### src/rtl/debouncer_pkg.sv
// Shared IO constants and counter-width helper for the debouncer and its sample timer.
package debouncer_pkg;

    localparam int DEBOUNCE_SAMPLE_CNT_MAX = 62500;
    localparam int DEBOUNCE_PULSE_CNT_MAX  = 200;

    // Bits needed to hold values 0..max_val-1; never less than one bit.
    function automatic int cnt_width(input int max_val);
        return (max_val < 2) ? 1 : $clog2(max_val);
    endfunction

endpackage

### src/rtl/debounce_sample_timer.sv
// Free-running sample timer: one-cycle sample_tick every SAMPLE_CNT_MAX clocks.
module debounce_sample_timer
    import debouncer_pkg::*;
#(
    parameter int SAMPLE_CNT_MAX = DEBOUNCE_SAMPLE_CNT_MAX
) (
    input  logic clk,
    input  logic rst_n,
    output logic sample_tick
);

    localparam int              CW   = cnt_width(SAMPLE_CNT_MAX);
    localparam logic [CW-1:0]   LAST = CW'(SAMPLE_CNT_MAX - 1);

    logic [CW-1:0] sample_cnt_q;
    logic [CW-1:0] sample_cnt_d;

    // NOTE: every output of a combinational block gets a default first, so no path can infer a latch.
    always_comb begin
        sample_tick  = (sample_cnt_q == LAST);
        sample_cnt_d = sample_cnt_q + CW'(1);
        if (sample_tick) begin
            sample_cnt_d = '0;
        end
    end

    // NOTE: state registers use non-blocking assignments so all flops update together on the edge.
    always_ff @(posedge clk or negedge rst_n) begin
        if (!rst_n) begin
            sample_cnt_q <= '0;
        end else begin
            sample_cnt_q <= sample_cnt_d;
        end
    end

endmodule

### src/rtl/debouncer.sv
// Per-bit debouncer: a bit goes high after PULSE_CNT_MAX consecutive high sample ticks.
// Optional DEBOUNCE_SYNC_EN inserts a 2-flop synchronizer per bit ahead of the counters.
module debouncer
    import debouncer_pkg::*;
#(
    parameter int WIDTH          = 1,
    parameter int SAMPLE_CNT_MAX = DEBOUNCE_SAMPLE_CNT_MAX,
    parameter int PULSE_CNT_MAX  = DEBOUNCE_PULSE_CNT_MAX
) (
    input  logic             clk,
    input  logic             rst_n,
    input  logic [WIDTH-1:0] glitchy_signal,
    output logic [WIDTH-1:0] debounced_signal
);

    localparam int            PW   = cnt_width(PULSE_CNT_MAX + 1);
    localparam logic [PW-1:0] PMAX = PW'(PULSE_CNT_MAX);

    logic             sample_tick;
    logic [WIDTH-1:0] level;

    debounce_sample_timer #(
        .SAMPLE_CNT_MAX(SAMPLE_CNT_MAX)
    ) u_sample_timer (
        .clk        (clk),
        .rst_n      (rst_n),
        .sample_tick(sample_tick)
    );

`ifdef DEBOUNCE_SYNC_EN
    logic [WIDTH-1:0] sync1_q;
    logic [WIDTH-1:0] sync2_q;

    always_ff @(posedge clk or negedge rst_n) begin
        if (!rst_n) begin
            sync1_q <= '0;
            sync2_q <= '0;
        end else begin
            sync1_q <= glitchy_signal;
            sync2_q <= sync1_q;
        end
    end

    assign level = sync2_q;
`else
    assign level = glitchy_signal;
`endif

    for (genvar i = 0; i < WIDTH; i++) begin : g_bit
        logic [PW-1:0] pc_q;
        logic [PW-1:0] pc_d;

        // A low level clears the count on any cycle; the count saturates at PMAX.
        always_comb begin
            pc_d = pc_q;
            if (!level[i]) begin
                pc_d = '0;
            end else if (sample_tick && (pc_q < PMAX)) begin
                pc_d = pc_q + PW'(1);
            end
        end

        always_ff @(posedge clk or negedge rst_n) begin
            if (!rst_n) begin
                pc_q <= '0;
            end else begin
                pc_q <= pc_d;
            end
        end

        assign debounced_signal[i] = (pc_q == PMAX);
    end

endmodule
### config.mk
export PLATFORM = sky130hd
export DESIGN_NAME = debouncer
export DESIGN_NICKNAME = d
export VERILOG_FILES = /design/src/rtl/debouncer_pkg.sv /design/src/rtl/debounce_sample_timer.sv /design/src/rtl/debouncer.sv
export SDC_FILE = /design/constraint.sdc
export NUM_CORES = 1
export LEC_CHECK = 0
export CORE_MARGIN = 2
export CORE_UTILIZATION = 61
export DETAILED_ROUTE_END_ITERATION = 8
export GPL_TIMING_DRIVEN = 0
export PLACE_DENSITY = 0.79
export SYNTH_ARGS = -nofsm -noshare
export SYNTH_HDL_FRONTEND = slang
export SYNTH_SLANG_ARGS = --single-unit
### constraint.sdc
create_clock -name clk -period 3.1 [get_ports clk]
set_input_delay 0.31 -clock clk [delete_from_list [all_inputs] [get_ports clk]]
set_output_delay 0.31 -clock clk [all_outputs]
set_load 0.05 [all_outputs]
==> flow_summary.yaml <==
sta:
  fmax_ghz: 0.412
  fin_setup_tns_ps: 0
  worst_pin_slew_ps: 1030
  final-hold-violation-count: 0
  post-route-min-period_ps: 2430
  setup_viol_count_final: 0
  clock-skew-final_ps: 11.4
  max_slew_margin_pct: 31.2
  rsz0062_at_grt: "no"
  fin_crit_sh_pct: 78.4
  maxSlewViolCount: 0
detailed_routing:
  wl_microns: 2470
  vias_per_cell: 6.20
  drt_iter0_drc: 30
  wl_per_cell_microns: 15.5
  drc: 0
  drtPass1Iterations: 5
  via_count: 992
  antenna_left: 0
logic_synthesis:
  synth-edff-count: 0
  ys.flop_type: "dfrtp_1"
  syn_area_per_cell_sq_um: 10.2
  ys_top_cells_by_count: "24 x dfrtp_1, 12 x nand3_1, 10 x nor2_1, 9 x nand2_1, 8 x xnor2_1"
  synthTopCellsByArea: "dfrtp_1 47%, xnor2_1 5.5%, nand3_1 4.7%"
  syn_area_sq_mm: 0.00128
  yosysWarningCount: 0
  synth_top_area_cell: "dfrtp_1"
  yosysSeqAreaShare_pct: 46.8
  async_reset_ff_share_pct: 100
  synth_cell_types: 35
  synth_top_area_share_pct: 46.8
  synth-seq-cells: 24
  synthCells: 126
  syn-num-nets: 132
  synth_most_common_cell: "dfrtp_1"
worst_setup_path:
  end_kind: "output pin"
  critPathArrivalTime_ps: 2120
  cp.required_ps: 2790
  critPathMaxFanout: 4
  worst_path_largest_cell_delay_ps: 860
  slowest_stage: "clkdlybuf4s50_1"
  critPathBufInv: 2
  r2r_slack_ps: 1020
  path_delay_family: "buffers and inverters"
  crit_chain: "inv_1 > ha_1 > nand3b_1 > nor4_1 > clkdlybuf4s50_1"
  worstSetupPathType: "register to output pin"
  start_kind: "register"
clocking:
  cts_max_level: 1
  cts_tree: "built"
  cts_hold_buf: 0
  cts_num_sinks: 24
  ctsLongestPathBuffers: 2
  root_buffer: "clkbuf_4"
  numCtsBuffers: 3
  ctsResizeCount: 0
  clkLatencyLatePin_ps: 320
  post-cts-setup-buffers: 0
  clk_pin_slew_worst_paths_ps: 130
floorplanning:
  core-area_sq_mm: 0.00198
  dieHeight_microns: 49.9
  initial_utilization_pct: 64.8
  ios: 4
  die-area_sq_mm: 0.00249
  die_w_microns: 49.9
  std_cell_rows: 16
global_route:
  grt_max_degree: 25
  grt_pass1_vias: 1002
  grt_util_met3_pct: 5.45
  grt.total_usage_pct: 24.8
  antenna_found_initial: 0
  grt.busiest_layer: "met2"
  grt_use_met1_pct: 33.9
  grt_remaining_overflow: 0
  grt_pass1_wl_microns: 4630
  use_met2_pct: 39.6
placed_design:
  dpl_cell_area_sq_mm: 0.00135
  gp_congestion: 0.859
  port_buffers: 3
  dp_hpwl_microns: 1790
pwr:
  leakagePower_nw: 0.584
  power_per_cell_area_mw_per_mm2: 392
  ir_drop_mv: 0.358
layout:
  diodes: 0
  final_cell_area_sq_mm: 0.00140
  ff_latch_area_sq_um: 601
  synthToLayoutAreaGrowth_pct: 9.06
  drive_gt1_share_pct: 10.5
  fill_cells: 139
  multi_input_area_sq_um: 663
  final_nets: 140
flow_run:
  cap_violations: 0
status:
  status: "finished, final reports clean"
min_path:
  hp-class: "register to register"
-- final timing paths --
kind,depth (start not counted),endpoint,start
worst max-delay path,5,debounced_signal,g_bit[0].pc_q[0]
worst min-delay path,1,g_bit[0].pc_q[7],g_bit[0].pc_q[7]
worst max register to register,5,g_bit[0].pc_q[2],u_sample_timer.sample_cnt_q[0]
worst min register to register,1,g_bit[0].pc_q[7],g_bit[0].pc_q[7]
max in group asynchronous,1,u_sample_timer.sample_cnt_q[13],rst_n
min in group asynchronous,1,u_sample_timer.sample_cnt_q[9],rst_n
-- power by group --
| group | switching [mW] | leakage, nW | internal [mW] | total (mW) |
|---|---|---|---|---|
| combinational | 0.00792 | 0.235 | 0.00255 | 0.0105 |
| clock | 0.0940 | 0.0279 | 0.131 | 0.225 |
| sequential | 0.000000000000000277 | 0.321 | 0.313 | 0.313 |
| total | 0.102 | 0.584 | 0.446 | 0.548 |
-- flip-flops by register name, summed over array words and instances (netlist names) --
name / count
u_sample_timer.sample_cnt_q: 16
g_bit.pc_q: 8
-- cells by family (layout without fill, tap and decap cells) --
| kind of cell | count (synthesis) | after routing | share of synthesized area, % |
|---|---|---|---|
| buf+inv | 5 | 12 | 1.56 |
| compound gates | 15 | 15 | 7.02 |
| flops | 24 | 24 | 46.8 |
| fa+ha+maj | 3 | 3 | 2.92 |
| mux | 2 | 2 | 1.56 |
| simple gates | 65 | 65 | 32.0 |
| xor+xnor | 12 | 12 | 8.19 |
-- layer usage --
layer / vias to the layer above / routed length, microns / share of wire [%]
met2: 39 / 1170 / 47
met1: 466 / 1100 / 44
met3: 4 / 177 / 7.2
li1: 483 / - / -
met4: 0 / 31 / 1.3
met5: - / 0 / 0
-- cells in the final DEF (no fill, tap or decap), types with 2 or more instances in the layout --
master,netlist,final
nor3_1,3,3
nand3_1,12,12
clkbuf_4,0,3
xor2_1,4,4
o31ai_1,2,2
inv_1,4,4
or4_1,2,2
and3_1,2,2
or3_1,2,2
dfrtp_1,24,24
ha_1,3,3
mux2i_1,2,2
nand4_1,5,5
xnor2_1,8,8
o21ai_0,4,4
a21oi_1,6,6
nand2_1,9,9
or2_2,2,2
nor2_1,10,10
nor4_1,6,6
clkdlybuf4s50_1,0,3
-- layout make-up --
| type | count | share of cell area (%) |
|---|---|---|
| well taps | 27 | 2.41 |
| repair buffers | 3 | 2.14 |
| inverters | 4 | 1.07 |
| plain buffers | 1 | 0.357 |
| flip-flops and latches | 24 | 42.9 |
| multi-input cells | 97 | 47.4 |
| clock inverters | 1 | 2.14 |
| clock buffers | 3 | 1.61 |
-- through the flow --
stage               worst slack, ps  total power [mW]  cells  hold WS [ps]  util (%)
floorplan                       679             0.320    126          14.4         -
global placement               1100             0.330    156           477      68.0
detailed placement             1030             0.330    156           484      68.0
CTS                             661             0.554    160           515      70.6
global route                    546             0.565    160           555      70.6
finish                          671             0.548    160           508      70.6
No activity file was read; power rests on OpenSTA's default activity.
